<file path="src/rtl/spi_resp.sv">
// 16-bit SPI responder: oversamples SCLK/SS_n/MOSI with clk, shifts on SCLK rise (MSB first),
// presents each complete frame on rx_cmd with a one-clock cmd_rdy strobe.
module spi_resp #(
    parameter int unsigned WIDTH = 16,
    parameter int unsigned SYNC  = 2
) (
    input  logic             clk,
    input  logic             rst,
    input  logic             SCLK,
    input  logic             SS_n,
    input  logic             MOSI,
    output logic             MISO,
    input  logic [WIDTH-1:0] tx_data,
    input  logic             tx_ld,
    output logic [WIDTH-1:0] rx_cmd,
    output logic             cmd_rdy,
    output logic             frame_err,
    output logic             busy
);

    localparam int unsigned CntW = $clog2(WIDTH) + 1;

    typedef enum logic [1:0] {StIdle, StActive, StWaitSs} state_e;

    // SCLK carries one extra stage so the rise is seen between the last two stages.
    logic [SYNC:0]   sclk_q;
    logic [SYNC-1:0] ss_q;
    logic [SYNC-1:0] mosi_q;

    logic sclk_s, sclk_prev, ss_s, mosi_s, sclk_rise;

    state_e           state_q;
    logic [WIDTH-1:0] shft_q;
    logic [WIDTH-1:0] tx_buf_q;
    logic [WIDTH-1:0] rx_cmd_q;
    logic [CntW-1:0]  bit_cnt_q;
    logic             cmd_rdy_q;
    logic             frame_err_q;
    logic             busy_q;

    logic [WIDTH-1:0] shift_nxt;
    logic             last_bit;

    always_ff @(posedge clk or posedge rst) begin
        if (rst) begin
            sclk_q <= '1;
            ss_q   <= '1;
            mosi_q <= '0;
        end else begin
            sclk_q <= {sclk_q[SYNC-1:0], SCLK};
            ss_q   <= {ss_q[SYNC-2:0], SS_n};
            mosi_q <= {mosi_q[SYNC-2:0], MOSI};
        end
    end

    // MOSI is taken from the same stage depth as sclk_s, so it is the bit seen at the rise.
    assign sclk_s    = sclk_q[SYNC-1];
    assign sclk_prev = sclk_q[SYNC];
    assign ss_s      = ss_q[SYNC-1];
    assign mosi_s    = mosi_q[SYNC-1];
    assign sclk_rise = sclk_s & ~sclk_prev;

    assign shift_nxt = {shft_q[WIDTH-2:0], mosi_s};
    assign last_bit  = sclk_rise && (bit_cnt_q == CntW'(WIDTH - 1));

    always_ff @(posedge clk or posedge rst) begin
        if (rst) begin
            state_q     <= StIdle;
            shft_q      <= '0;
            tx_buf_q    <= '0;
            rx_cmd_q    <= '0;
            bit_cnt_q   <= '0;
            cmd_rdy_q   <= 1'b0;
            frame_err_q <= 1'b0;
            busy_q      <= 1'b0;
        end else begin
            cmd_rdy_q   <= 1'b0;
            frame_err_q <= 1'b0;
            if (tx_ld) begin
                tx_buf_q <= tx_data;
            end
            case (state_q)
                StIdle: begin
                    if (sclk_rise && !ss_s) begin
                        shft_q    <= shift_nxt;
                        bit_cnt_q <= CntW'(1);
                        busy_q    <= 1'b1;
                        state_q   <= StActive;
                    end else begin
                        shft_q    <= tx_buf_q;
                        bit_cnt_q <= '0;
                    end
                end
                StActive: begin
                    if (sclk_rise) begin
                        shft_q    <= shift_nxt;
                        bit_cnt_q <= bit_cnt_q + CntW'(1);
                    end
                    // A final rise wins over a coincident SS_n release.
                    if (last_bit) begin
                        rx_cmd_q  <= shift_nxt;
                        cmd_rdy_q <= 1'b1;
                        busy_q    <= 1'b0;
                        state_q   <= StWaitSs;
                    end else if (ss_s) begin
                        frame_err_q <= 1'b1;
                        busy_q      <= 1'b0;
                        state_q     <= StIdle;
                    end
                end
                StWaitSs: begin
                    if (ss_s) begin
                        state_q <= StIdle;
                    end
                end
                default: begin
                    busy_q  <= 1'b0;
                    state_q <= StIdle;
                end
            endcase
        end
    end

    assign MISO      = shft_q[WIDTH-1];
    assign rx_cmd    = rx_cmd_q;
    assign cmd_rdy   = cmd_rdy_q;
    assign frame_err = frame_err_q;
    assign busy      = busy_q;

endmodule

</file>
<file path="config.mk">
export PLATFORM = sky130hd
export DESIGN_NAME = spi_resp
export DESIGN_NICKNAME = d
export VERILOG_FILES = /design/src/rtl/spi_resp.sv
export SDC_FILE = /design/constraint.sdc
export NUM_CORES = 1
export LEC_CHECK = 0
export ABC_CLOCK_PERIOD_IN_PS = 2500
export BUFFER_PORTS_ARGS = -buffer_cell sky130_fd_sc_hd__buf_2
export CAP_MARGIN = 25
export CELL_PAD_IN_SITES_DETAIL_PLACEMENT = 1
export CELL_PAD_IN_SITES_GLOBAL_PLACEMENT = 1
export CORE_MARGIN = 4
export CORE_UTILIZATION = 48
export CTS_BUF_LIST = sky130_fd_sc_hd__clkbuf_4 sky130_fd_sc_hd__clkbuf_8 sky130_fd_sc_hd__clkbuf_16
export DETAILED_ROUTE_END_ITERATION = 8
export HOLD_SLACK_MARGIN = 0.08
export PLACE_DENSITY_LB_ADDON = 0.12
export SYNTH_ARGS = -nofsm -noshare
export SYNTH_HDL_FRONTEND = slang
export SYNTH_SLANG_ARGS = --single-unit
</file>
<file path="constraint.sdc">
create_clock -name clk -period 2.5 [get_ports clk]
set_input_delay 0.125 -clock clk [delete_from_list [all_inputs] [get_ports clk]]
set_output_delay 0.125 -clock clk [all_outputs]
set_load 0.1 [all_outputs]
</file>
# Yosys cells after proc, flatten, opt, wreduce, memory -nomap -nowiden

Index checks and enable logic that the tools add are counted.
W data, S select, Z words.

Word-level logic and storage cells: 48
Input port bits: 22
Output and inout port bits: 20
Register bits after elaboration: 65

Add/sub/neg operators: 1
Reduce and logical (&&, ||, !) cells: 8
Multiplexer cells: 19
Bitwise logic cells: 3
Equality and inequality tests: 6

Operator list:

| cell                  | number |
|---|---|
| $mux W16              | 2 |
| $pmux W16 S2          | 1 |
| $pmux W5 S2           | 1 |
| $mux W1               | 9 |
| $mux W2               | 3 |
| $pmux W2 S3           | 1 |
| $add A5 B1 Y5 const B | 1 |
| $eq A5 B4 Y1 const B  | 1 |
| $mux W5               | 1 |
| $ne A2 B2 Y1 const B  | 2 |
| $reduce_and A2 Y1     | 2 |
| $ne A3 B3 Y1 const B  | 1 |
| $pmux W1 S3           | 1 |
| $reduce_and A3 Y1     | 1 |
| $eq A2 B1 Y1 const B  | 1 |
| $eq A2 B2 Y1 const B  | 1 |
| $logic_and A1 B1 Y1   | 2 |
| $logic_not A2 Y1      | 1 |
| $not A1 Y1            | 2 |
| $reduce_bool A2 Y1    | 1 |
| $and A1 B1 Y1         | 1 |
| $logic_not A1 Y1      | 1 |

# Longest topological paths before layout

Word-level depth: 5
Mapped depth: 7

# Worst setup path after synthesis

No wires, ideal clock.

Path type: reg2reg
From: register bit_cnt_q[1]
To: register rx_cmd_q[0], in the netlist rx_cmd[0]
Required time: 2.375 ns
Setup time: 0.125 ns
Stages on the path, launching flop included: 8
Path buffers: 1
Slack: 0.822 ns
Arrival: 1.552 ns
Path through: dfrtp_1 -> ha_1 -> and3_1 -> ha_1 -> nand2_4 -> nor2_8 -> buf_6 -> mux2_2

Word-level cells in the longest chain between the ends: 3

Ends and longest elaborated chain:

| item                        | RTL line | text |
|---|---|---|
| start, declared             | 36       | `logic [CntW-1:0] bit_cnt_q;` |
| start signal, assigned      | 86       | `bit_cnt_q <= CntW'(1);` |
| start signal, assigned      | 97       | `bit_cnt_q <= bit_cnt_q + CntW'(1);` |
| $eq A5 B4 Y1                | 64       | `assign last_bit = sclk_rise && (bit_cnt_q == CntW'(WIDTH - 1));` |
| $logic_and A1 B1 Y1         | 64       |  |
| $reduce_and A2 Y1 (no line) | -        |  |
| end signal, assigned        | 101      | `rx_cmd_q <= shift_nxt;` |
| end, declared               | 35       | `logic [WIDTH-1:0] rx_cmd_q;` |

Every way passes these cells.
A chain may end at the register's enable or synchronous reset.

# Worst setup path in the final report

From: register bit_cnt_q[1]
To: register rx_cmd_q[5], in the netlist rx_cmd[5]

Same word-level chain as after synthesis.

==> impl_results.md <==
* Final period demand of the worst path at 1.81 ns
* Total routed wirelength at between 5 and 6 mm
* Final hold vios at 0
* Detail Placement HPWL at 3.73 mm
* Final Skew at 0.00917 ns
* Syn_area_per_cell at 12.6 µm²
* End point of the most critical hold path: tx_buf_q[9]
* Path type of the worst setup path: reg2reg
* Ranking of synthesized cells by area: sky130_fd_sc_hd__dfrtp_1 (56%), sky130_fd_sc_hd__mux2_2 (14%), sky130_fd_sc_hd__dfstp_2 (4.9%)
* Largest net degree at the start of global routing at 28
* Part of the Yosys area used for sequential elements at 61.3%
* Final count of negative-setup-slack endpoints at 0
* Routed wire per std cell at ~17 µm
* Die boundary width at a little over 80 µm
* Overall via count from detail_route at 1828
* Quantity of I/O buffers inserted on ports at 41
* Result of the run: finished clean
* Maximum operating frequency at 0.552 GHz
* Inserted Clock Buffers at 9
* Worst hold path cell count at 2
* Number of maximum-capacitance constraint violations at 0
* Crit path depth at 6
* Synth Register Bits at 65
* Post-CTS repair timing setup buffer count at 0
* Leakage power of the design at 1.62 nW
* Number of detailed-route iterations in the first pass at 4
* Library cell used as clock root buffer: sky130_fd_sc_hd__clkbuf_8
* Core area at about 0.0052 mm²
* RSZ-0062 raised after global routing: no
* Worst Path Buf+Inv at 0
* Synth top area share at 56.4%
* # clock sinks at 65
* Pre-CTS setup slack at between 0.6 and 0.7 ns
* Routability congestion estimate from global placement at 0.766
* Delay of the slowest cell on the worst path at 0.40 ns
* Fraction of final layout cells with drive strength greater than 1 at 37.7%
* Total power per unit cell area at 712 mW/mm²
* Nature of the critical path startpoint: flop
* Count of flip-flops with a built-in enable after synthesis at 0
* Reg2Reg Capture Point: rx_cmd[5]
* Fillcell total at about 560
* Highest ir drop seen on vdd at approximately 0.00038 V
* Number of antenna violations at the first check in global routing at 0
* Share of flip-flops with an asynchronous set or reset at 100%
* All-Layer GR Usage at 20.0%
* Logic depth of the worst register-to-register path at 6
* Ratio of routed vias to standard cells at 5.21
* Post-CTS resize count at 0
* Level count of the clock H-tree at 3
* Critical path, cell by cell: ha_1 -> and3_1 -> ha_1 -> nand2_4 -> nor2_8 -> mux2_2
* Required time of the critical path at 2.71 ns
* Cell class contributing the biggest share of worst-path delay: simple AND/OR/NAND/NOR gates
* Transition time of the tightest slew-check pin at 0.497 ns
* Cell with the most instances after synthesis: sky130_fd_sc_hd__dfrtp_1
* Worst reg2reg startpoint: bit_cnt_q[1]
* Residual DRC count at 0
* Setup slack, reg-to-reg at 0.69 ns
* Via count of the first global-routing pass at 1917
* Number of inserted diodes at 0
* Cell type with the highest aggregate area in the netlist: sky130_fd_sc_hd__dfrtp_1
* Count of unique library cells instantiated by Yosys at 31
* Highest-delay cell along the critical path: sky130_fd_sc_hd__dfrtp_1
* NumNets Final at 300
* GRT overflow at 0
* Period utilisation layout at 72.4%
* Clock Latency Late Sink at roughly 0.33 ns
* Classification of the worst-slack hold path: in2reg
* Wire length of the first global-routing pass at between 9 and 10 mm
* Final setup slack of the worst path at between 0.6 and 0.7 ns
* Setup crit end kind: flop
* Startpoint of the worst hold path: tx_ld
* Ranking of synthesized cells by instance count: sky130_fd_sc_hd__dfrtp_1 (60), sky130_fd_sc_hd__nand2_1 (34), sky130_fd_sc_hd__mux2_2 (32)
* Number of buffers on the longest clock path at 2
* Starting utilization of the core area at 50.8%
* Hold buffer count at CTS at 20
* CTS tree: yes
* Std cell rows at 26
* DRT antenna net count at 0
* Main synth FF type: sky130_fd_sc_hd__dfrtp_1
* Critical Path AT at between 2 and 2.5 ns
* Synth warn at 0
* Die outline area at 0.00680 mm²
* Boundary pin count at between 40 and 50
* Slew Viols, Final at 0
* Largest fanout of any net on the critical path at 17
* Post-Syn Nets at roughly 240
* Synthesis-to-layout area growth at 23.4%
* Post-CTS clock slew at the launch and capture registers of the worst setup and hold paths at approximately 0.070 ns
* Die Ht at 82.5 µm
* First-iteration detailed-routing DRC count at 100
* Worst rel slew slack at 66.7%
* Total Neg Setup Slack at 0 ns
* Dominant cell type by count on the critical path: sky130_fd_sc_hd__ha_1
* Total standard cell area after synthesis at approximately 0.0027 mm²
* Synth Instances at 212
-- state kept, by name, summed over array words and instances (netlist names) --
| name | count |
|---|---|
| frame_err | 1 |
| rx_cmd | 16 |
| state_q | 2 |
| cmd_rdy | 1 |
| busy | 1 |
| mosi_q | 2 |
| ss_q | 2 |
| sclk_q | 3 |
| tx_buf_q | 16 |
| shft_q | 16 |
| bit_cnt_q | 5 |
-- cells in the final DEF (no fill, tap or decap), drive strengths merged, types with 4 or more instances in the layout --
master,netlist,layout
mux2,32,32
o21ai,5,5
nor2,22,22
dlygate4sd3,0,20
dfrtp,60,60
a21oi,4,4
nand2,35,35
buf,11,44
dfstp,5,5
clkbuf,0,14
a31oi,16,16
-- worst max path at each step --
stage / startpoint / end / slack [ns]
global route: bit_cnt_q[1] / rx_cmd[5] / 0.58
CTS: bit_cnt_q[1] / rx_cmd[5] / 0.68
finish: bit_cnt_q[1] / rx_cmd[5] / 0.69
global placement: bit_cnt_q[1] / rx_cmd[12] / 0.75
detailed placement: bit_cnt_q[1] / rx_cmd[15] / 0.68
floorplan: rst / bit_cnt_q[0] / 0.76
-- kinds of logic after synthesis --
group,count (synthesis),synth area share [%]
AOI/OAI and AO/OA,32,8.41
and+or+nand+nor,66,11.7
buffers and inverters,14,3.76
DFF,65,61.3
adders and majority gates,2,0.940
muxes,32,13.5
xor gates and xnor gates,1,0.329
-- power by group --
part | internal (mW) | switching, mW | leakage [nW] | total (mW)
Clock | 0.477 | 0.380 | 0.106 | 0.857
Sequential | 1.14 | 0.0690 | 0.808 | 1.21
Combinational | 0.109 | 0.161 | 0.702 | 0.270
Total | 1.73 | 0.611 | 1.62 | 2.34
-- worst register-to-register path: stages, from the launching register on --
cell	delay [ns]
sky130_fd_sc_hd__dfrtp_1	0.40
sky130_fd_sc_hd__ha_1	0.20
sky130_fd_sc_hd__and3_1	0.16
sky130_fd_sc_hd__ha_1	0.18
sky130_fd_sc_hd__nand2_4	0.09
sky130_fd_sc_hd__nor2_8	0.28
sky130_fd_sc_hd__mux2_2	0.38
-- stage by stage --
step / hold slack (ns) / utilization, % / power (mW) / instance area [µm²] / instances
after CTS: 0.310 / 62.7 / 2.35 / 3290 / 351
after floorplan: 0.129 / - / 1.40 / 2660 / 212
final: 0.310 / 62.7 / 2.34 / 3290 / 351
after global routing: 0.299 / 62.7 / 2.47 / 3290 / 351
after global placement: 0.132 / 55.2 / 1.46 / 2890 / 315
after detailed placement: 0.142 / 55.2 / 1.47 / 2890 / 315
-- per-layer routing --
layer  share of wire (%)  GRT usage (%)  routed length (µm)
met1                  46           26.5                2650
met2                  49           31.2                2860
met3                 3.8           6.72                 218
met4                 1.2           5.98                  67
met5                   0              0                   0
-- layout make-up --
class                      instances  area, µm²  area share [%]
clock buffer                      14        186            5.67
inverter                           3       11.3           0.343
clock inverter                     2       10.0           0.305
multi-input combinational        133        930            28.3
timing repair buffer              64        428            13.0
sequential                        65       1630            49.7
tap                               70       87.6            2.67
Power figures use the tool's default switching activity.
